$ cat config.mk
export PLATFORM = sky130hd
export DESIGN_NAME = mem_responder_flat
export DESIGN_NICKNAME = d
export VERILOG_FILES = /design/src/rtl/mem_responder_if.sv /design/src/rtl/mem_responder.sv /design/src/flat_wrapper.sv
export SDC_FILE = /design/constraint.sdc
export NUM_CORES = 2
export LEC_CHECK = 0
export CORE_AREA = 4 4 604 606
export DETAILED_ROUTE_END_ITERATION = 8
export DIE_AREA = 0 0 608 610
export PLACE_DENSITY_LB_ADDON = 0.08
export SLEW_MARGIN = 40
export SYNTH_ARGS = -nofsm -noshare
export SYNTH_HDL_FRONTEND = slang
export SYNTH_SLANG_ARGS = --single-unit
$ cat constraint.sdc
create_clock -name clk -period 7.42 [get_ports clk]
set_clock_uncertainty 0.15 [all_clocks]
set_input_delay 1.484 -clock clk [delete_from_list [all_inputs] [get_ports clk]]
set_output_delay 1.484 -clock clk [all_outputs]
set_load 0.02 [all_outputs]
$ cat src/rtl/mem_responder_if.sv
// mem_responder_if: command/response bundle between the CPU memory port and
// mem_responder.
//
// Signals:
//   mem_cmd    [1:0]         00 MNONE, 01 MREAD, 10 MWRITE, 11 illegal
//   mem_addr   [ADDR_W-1:0]  word address; the top bit must be 0 to select RAM
//   write_data [DATA_W-1:0]  store data, sampled when the command is accepted
//   read_data  [DATA_W-1:0]  registered read result
//   mem_ready                one-cycle completion pulse
//   busy                     an accepted access is in flight
//   err                      sticky bounds error (only with MEM_BOUNDS_CHECK_EN)
//
// Optional feature macro: MEM_BOUNDS_CHECK_EN adds the err signal.
//
// Handshake: the master presents mem_cmd/mem_addr/write_data as a request.
// The responder accepts it on a rising edge only while idle. Every accepted
// access ends with exactly one mem_ready pulse. Requests seen while busy are
// dropped rather than queued, so the master may hold a command until it sees
// mem_ready without causing a second access.
interface mem_responder_if #(
   parameter int DATA_W = 16,
   parameter int ADDR_W = 9
) ();
   logic [1:0]        mem_cmd;
   logic [ADDR_W-1:0] mem_addr;
   logic [DATA_W-1:0] write_data;
   logic [DATA_W-1:0] read_data;
   logic              mem_ready;
   logic              busy;
`ifdef MEM_BOUNDS_CHECK_EN
   logic              err;

   modport master (
      output mem_cmd, mem_addr, write_data,
      input  read_data, mem_ready, busy, err
   );
   modport slave (
      input  mem_cmd, mem_addr, write_data,
      output read_data, mem_ready, busy, err
   );
`else
   modport master (
      output mem_cmd, mem_addr, write_data,
      input  read_data, mem_ready, busy
   );
   modport slave (
      input  mem_cmd, mem_addr, write_data,
      output read_data, mem_ready, busy
   );
`endif
endinterface

$ cat src/rtl/mem_responder.sv
// mem_responder: memory-side responder for the CPU mem_cmd bus. It services
// MREAD/MWRITE commands from a 2^RAM_AW x DATA_W synchronous RAM. Addresses
// with mem_addr[ADDR_W-1]==0 select the RAM. Each access completes with a
// one-cycle mem_ready pulse after WAIT_CYCLES extra wait states.
//
// Ports:
//   clk        in   clock, rising edge
//   reset      in   synchronous, active-high
//   bus        slave modport of mem_responder_if (cmd/addr/wdata in,
//              read_data/mem_ready/busy[/err] out)
//   state_dbg  out  current FSM state (IDLE=0, WAIT=1, RESP=2)
//
// Optional feature macro: MEM_BOUNDS_CHECK_EN. When it is defined, bus.err is
// a sticky flag. It sets on an illegal or out-of-window command seen while
// idle, and only reset clears it.
module mem_responder #(
   parameter int DATA_W      = 16,
   parameter int ADDR_W      = 9,
   parameter int RAM_AW      = 8,
   parameter int WAIT_CYCLES = 0
) (
   input  logic             clk,
   input  logic             reset,
   mem_responder_if.slave   bus,
   output logic [1:0]       state_dbg
);

   localparam logic [1:0] CMD_READ  = 2'b01;
   localparam logic [1:0] CMD_WRITE = 2'b10;
   localparam logic [1:0] CMD_ILL   = 2'b11;
   localparam logic [3:0] WAIT_CNT  = 4'(WAIT_CYCLES);

   typedef enum logic [1:0] {
      ST_IDLE = 2'd0,
      ST_WAIT = 2'd1,
      ST_RESP = 2'd2
   } state_t;

   state_t              state_q, state_d;
   logic [3:0]          cnt_q, cnt_d;
   logic                wr_q, wr_d;
   logic [RAM_AW-1:0]   addr_q, addr_d;
   logic [DATA_W-1:0]   wdata_q, wdata_d;
   logic [DATA_W-1:0]   read_data_q;
   logic [DATA_W-1:0]   ram [0:(1<<RAM_AW)-1];

   logic cmd_rw;
   logic in_window;
   logic accept;
   logic commit;

   assign cmd_rw    = (bus.mem_cmd == CMD_READ) || (bus.mem_cmd == CMD_WRITE);
   assign in_window = ~bus.mem_addr[ADDR_W-1];
   assign accept    = (state_q == ST_IDLE) && cmd_rw && in_window;

   always_comb begin
      state_d = state_q;
      cnt_d   = cnt_q;
      wr_d    = wr_q;
      addr_d  = addr_q;
      wdata_d = wdata_q;
      case (state_q)
         ST_IDLE: begin
            if (accept) begin
               wr_d    = (bus.mem_cmd == CMD_WRITE);
               addr_d  = bus.mem_addr[RAM_AW-1:0];
               wdata_d = bus.write_data;
               cnt_d   = WAIT_CNT;
               state_d = (WAIT_CYCLES == 0) ? ST_RESP : ST_WAIT;
            end
         end
         ST_WAIT: begin
            cnt_d = cnt_q - 4'd1;
            if (cnt_q == 4'd1) state_d = ST_RESP;
         end
         ST_RESP: state_d = ST_IDLE;
         default: state_d = ST_IDLE;
      endcase
   end

   // The access commits on the edge that enters RESP. With no wait states this
   // is the acceptance edge itself. The *_d copies carry the live bus values on
   // that edge and the latched ones during WAIT, so one path serves both cases.
   assign commit = (state_d == ST_RESP) && (state_q != ST_RESP);

   always_ff @(posedge clk) begin
      if (reset) begin
         state_q     <= ST_IDLE;
         cnt_q       <= 4'd0;
         wr_q        <= 1'b0;
         addr_q      <= '0;
         wdata_q     <= '0;
         read_data_q <= '0;
      end else begin
         state_q <= state_d;
         cnt_q   <= cnt_d;
         wr_q    <= wr_d;
         addr_q  <= addr_d;
         wdata_q <= wdata_d;
         if (commit && !wr_d) read_data_q <= ram[addr_d];
      end
   end

   // The RAM has no reset. A reset on the commit edge must still block the store.
   always_ff @(posedge clk) begin
      if (!reset && commit && wr_d) ram[addr_d] <= wdata_d;
   end

`ifdef MEM_BOUNDS_CHECK_EN
   logic err_q;
   logic bad_cmd;

   assign bad_cmd = (state_q == ST_IDLE) &&
                    ((bus.mem_cmd == CMD_ILL) || (cmd_rw && !in_window));

   always_ff @(posedge clk) begin
      if (reset)        err_q <= 1'b0;
      else if (bad_cmd) err_q <= 1'b1;
   end

   assign bus.err = err_q;
`endif

   assign bus.read_data = read_data_q;
   assign bus.mem_ready = (state_q == ST_RESP);
   assign bus.busy      = (state_q != ST_IDLE);
   assign state_dbg     = state_q;

endmodule

$ cat src/flat_wrapper.sv
// flat-port wrapper written by rule: the top's interface ports become plain ports
module mem_responder_flat 
#(
   parameter int DATA_W      = 16,
   parameter int ADDR_W      = 9,
   parameter int RAM_AW      = 8,
   parameter int WAIT_CYCLES = 0
)
  (clk, reset, state_dbg, bus_mem_cmd, bus_mem_addr, bus_write_data, bus_read_data, bus_mem_ready, bus_busy);
  mem_responder_if #(.DATA_W(DATA_W), .ADDR_W(ADDR_W)) bus_i ();
  input  logic clk;
  input  logic reset;
  output logic [1:0] state_dbg;
  input wire logic [$bits(bus_i.mem_cmd)-1:0] bus_mem_cmd;
  input wire logic [$bits(bus_i.mem_addr)-1:0] bus_mem_addr;
  input wire logic [$bits(bus_i.write_data)-1:0] bus_write_data;
  output wire logic [$bits(bus_i.read_data)-1:0] bus_read_data;
  output wire logic [$bits(bus_i.mem_ready)-1:0] bus_mem_ready;
  output wire logic [$bits(bus_i.busy)-1:0] bus_busy;
  assign bus_i.mem_cmd = bus_mem_cmd;
  assign bus_i.mem_addr = bus_mem_addr;
  assign bus_i.write_data = bus_write_data;
  assign bus_read_data = bus_i.read_data;
  assign bus_mem_ready = bus_i.mem_ready;
  assign bus_busy = bus_i.busy;
  mem_responder #(.DATA_W(DATA_W), .ADDR_W(ADDR_W), .RAM_AW(RAM_AW), .WAIT_CYCLES(WAIT_CYCLES)) u_core (.clk(clk), .reset(reset), .bus(bus_i), .state_dbg(state_dbg));
endmodule
==> summary.md <==
| Metric | Value |
|---|---|
| First-pass GRT wire length | `764000 um` |
| Top Family by Delay on Critical Path | `simple AND/OR/NAND/NOR gates` |
| Pre-CTS setup slack | `0.319 ns` |
| CTS H-tree lvls | `5` |
| Cell Rows | `220` |
| CTS Hold Bufs | `0` |
| Hold violation count in the final report | `0` |
| Max-Cap Viols | `0` |
| CP max FO | `38` |
| Die area | `0.371 mm^2` |
| Slowest-stage cell, CP | `nor4_2` |
| Register area share after synthesis | `0.770` |
| Total core area | `0.359 mm^2` |
| Final Routed Wirelength | `554000 um` |
| Worst-path clk slew | `0.07 ns` |
| Largest stage delay on the critical path | `0.78 ns` |
| Via Count | `99.6k` |
| Tightest hold margin | `0.381 ns` |
| Clock Tree Buf Depth | `4` |
| RSZ-0062 raised after global routing | `false` |
| Final Instance Area | `0.188 mm^2` |
| Fraction of layout cells with a size suffix above 1 | `0.174` |
| Port Buffers | `48` |
| TritonCTS Buffers | `433` |
| Starting density of the core | `0.448` |
| Tot Pwr | `52.2 mW` |
| Number of synthesized register bits | `4143` |
| Tcrit/Tclk final | `0.834` |
| Post-synth EDFFs | `4096` |
| TritonCTS clock tree | `done` |
| Worst Setup Path Type | `in -> reg` |
| Min-Delay Path Class | `reg -> reg` |
| Total Routing Usage GR | `0.290` |
| DRT antenna net count | `0` |
| Worst rel slew slack | `0.365` |
| WL/cell | `33.9 um` |
| CP required | `8.08 ns` |
| Most Frequent Cell on Critical Path | `buf_4` |
| Clk Latency, worst-skew pair | `1.00 ns` |
| DIE WIDTH | `608 um` |
| Mean post-synth cell area | `15.4 um^2` |
| Post-Place Cell Area | `0.174 mm^2` |
| Overflow after GRT | `0` |
| Arr. time, crit path | `6.86 ns` |
| Commonest cells after routing, fill and taps aside | `edfxtp_1 (4096), nand2_1 (2121), buf_4 (771)` |
| Type of origin of the critical path | `input pin` |
| Final core occ | `0.523` |
| Drt first pass iters | `6` |
| Post-synthesis instance total | `10.5k` |
| DR vias/cell | `6.10` |
| Nets | `11.2k` |
| Number of global-route vias before repair | `94.5k` |
| Highest clock rate | `162 MHz` |
| Commonest non-fill, non-tap cell in the layout | `edfxtp_1` |
| FFs w/ async S/R, synth | `0` |
| CP Buf/Inv Count | `7` |
| Final setup fails | `0` |
| Setup ws final | `1.23 ns` |
| CP Capture Type | `flop` |
| Final Slew Violations | `0` |
| Postcts setup bufs | `0` |
| Max IR drop VDD | `0.197 mV` |
| Leak pwr | `61.3 nW` |
| Drt initial violations | `12.8k` |
| Status | `completed` |
| Top Ports | `49` |
| Mapped Area | `0.161 mm^2` |
| Root Driver | `clkbuf_16` |
| Gp weighted congestion | `0.922` |
| Largest net degree at the start of global routing | `168` |
| Critical-path cell list | `clkdlybuf4s50_1, inv_1, ha_1, or4_4, buf_12, mux2i_4, nor2_4, buf_12, buf_4, buf_4, a32oi_1, nand3_1, a41oi_1, buf_4, nor4_2, a211oi_1` |
| Synthesis-to-finish area growth | `16.7%` |
| PostCTS Resize Cnt | `0` |
| Pwr dens | `278 mW/mm^2` |
| Initial antenna violation count | `26` |
| DRC errors left | `0` |
| CTS Sinks | `4143` |
| Final Critical Period | `6.19 ns` |
| Distinct cells, synth | `76` |
| Net Count, Synth | `10.5k` |
| Worst-margin pin slew | `0.950 ns` |
| Die H | `610 um` |
| Ys Warns | `0` |
| Post-DP HPWL | `348000 um` |
| Most frequently used flop master after synthesis | `edfxtp_1` |
-- Yosys cell counts, drive strengths merged (4+ instances only) --
cell type / number / area share
o21ai: 159 / 0.0049
nand2: 2144 / 0.050
o41ai: 5 / 0.00027
nand4b: 7 / 0.00038
mux2i: 538 / 0.034
mux4: 174 / 0.024
a21oi: 539 / 0.017
nor4: 49 / 0.0019
a32oi: 90 / 0.0049
nor2: 349 / 0.0083
nor4bb: 4 / 0.00025
a31oi: 175 / 0.0068
or3: 6 / 0.00023
nor3b: 5 / 0.00023
dfxtp: 47 / 0.0058
nor3: 21 / 0.00065
o221ai: 4 / 0.00022
o211ai: 7 / 0.00033
nand2b: 11 / 0.00043
mux2: 14 / 0.0010
o2111ai: 17 / 0.00093
o31a: 4 / 0.00022
a22o: 5 / 0.00027
o22ai: 222 / 0.0087
and3: 32 / 0.0012
a211oi: 11 / 0.00051
a221oi: 106 / 0.0058
a311oi: 33 / 0.0018
or2: 5 / 0.00019
a31o: 5 / 0.00027
o41a: 4 / 0.00028
clkbuf: 265 / 0.0062
nand4: 126 / 0.0049
nand3: 520 / 0.016
or4: 9 / 0.00042
buf: 414 / 0.014
a41oi: 39 / 0.0022
nor2b: 6 / 0.00023
edfxtp: 4096 / 0.76
inv: 7 / 0.00016
o21bai: 8 / 0.00037
a22oi: 164 / 0.0077
-- registers in the layout (all words and copies together), names as in the netlist --
| name | cells |
|---|---|
| u_core.wr_q | 1 |
| u_core.wdata_q | 16 |
| u_core.addr_q | 8 |
| u_core.bus.read_data | 16 |
| u_core.ram | 4096 |
| u_core.state_dbg | 2 |
| u_core.cnt_q | 4 |
-- tightest hold or removal path, stage by stage (launching register included) --
cell,delay [ns]
dfxtp_1,0.33
o21ai_0,0.08
a21oi_1,0.07
-- metrics by stage --
step | TNS (ns) | cells
after floorplan | 0 | 10500
after global placement | -0.596 | 15500
after detailed placement | 0 | 15500
after CTS | 0 | 16300
after global routing | 0 | 16300
final | 0 | 16300
-- cell families after synthesis --
family / share of synthesized area
flops: 0.770
compound gates: 0.0645
buf+inv: 0.0202
mux: 0.0589
fa+ha+maj: 0.000233
simple gates: 0.0860
-- cell type report --
| cell class | count | area (um^2) |
|---|---|---|
| multi-input combinational | 5652 | 35200 |
| clock buffer | 554 | 11600 |
| sequential | 4143 | 124000 |
| antenna | 15 | 37.5 |
| timing repair buffer | 936 | 8640 |
| inverter | 7 | 26.3 |
| tap | 4773 | 5970 |
| fill | 29600 | 171000 |
| clock inverter | 245 | 2390 |
-- report_power, final --
part           internal, mW  switching, mW  leakage, nW  total [mW]
registers              26.1         0.0460         37.0        26.1
clock network          12.4           9.14         6.78        21.5
logic                  1.28           3.36         17.5        4.65
-- final timing paths --
kind	cells after the start	slack (ns)	to	start
min	2	0.38	u_core.cnt_q[3]$_SDFFE_PP0P_	u_core.cnt_q[3]$_SDFFE_PP0P_
max reg2reg	13	2.22	u_core.bus.read_data[6]$_SDFFE_PP0P_	u_core.state_dbg[1]$_SDFF_PP0_
max	16	1.23	u_core.bus.read_data[6]$_SDFFE_PP0P_	bus_mem_cmd[0]
min reg2reg	2	0.38	u_core.cnt_q[3]$_SDFFE_PP0P_	u_core.cnt_q[3]$_SDFFE_PP0P_
-- per-layer routing --
| layer | track usage | part of all wire |
|---|---|---|
| met1 | 0.410 | 0.41 |
| met2 | 0.454 | 0.46 |
| met3 | 0.0465 | 0.085 |
| met4 | 0.115 | 0.046 |
| met5 | 0 | 0.00012 |
(Power assumes the default switching activity.)
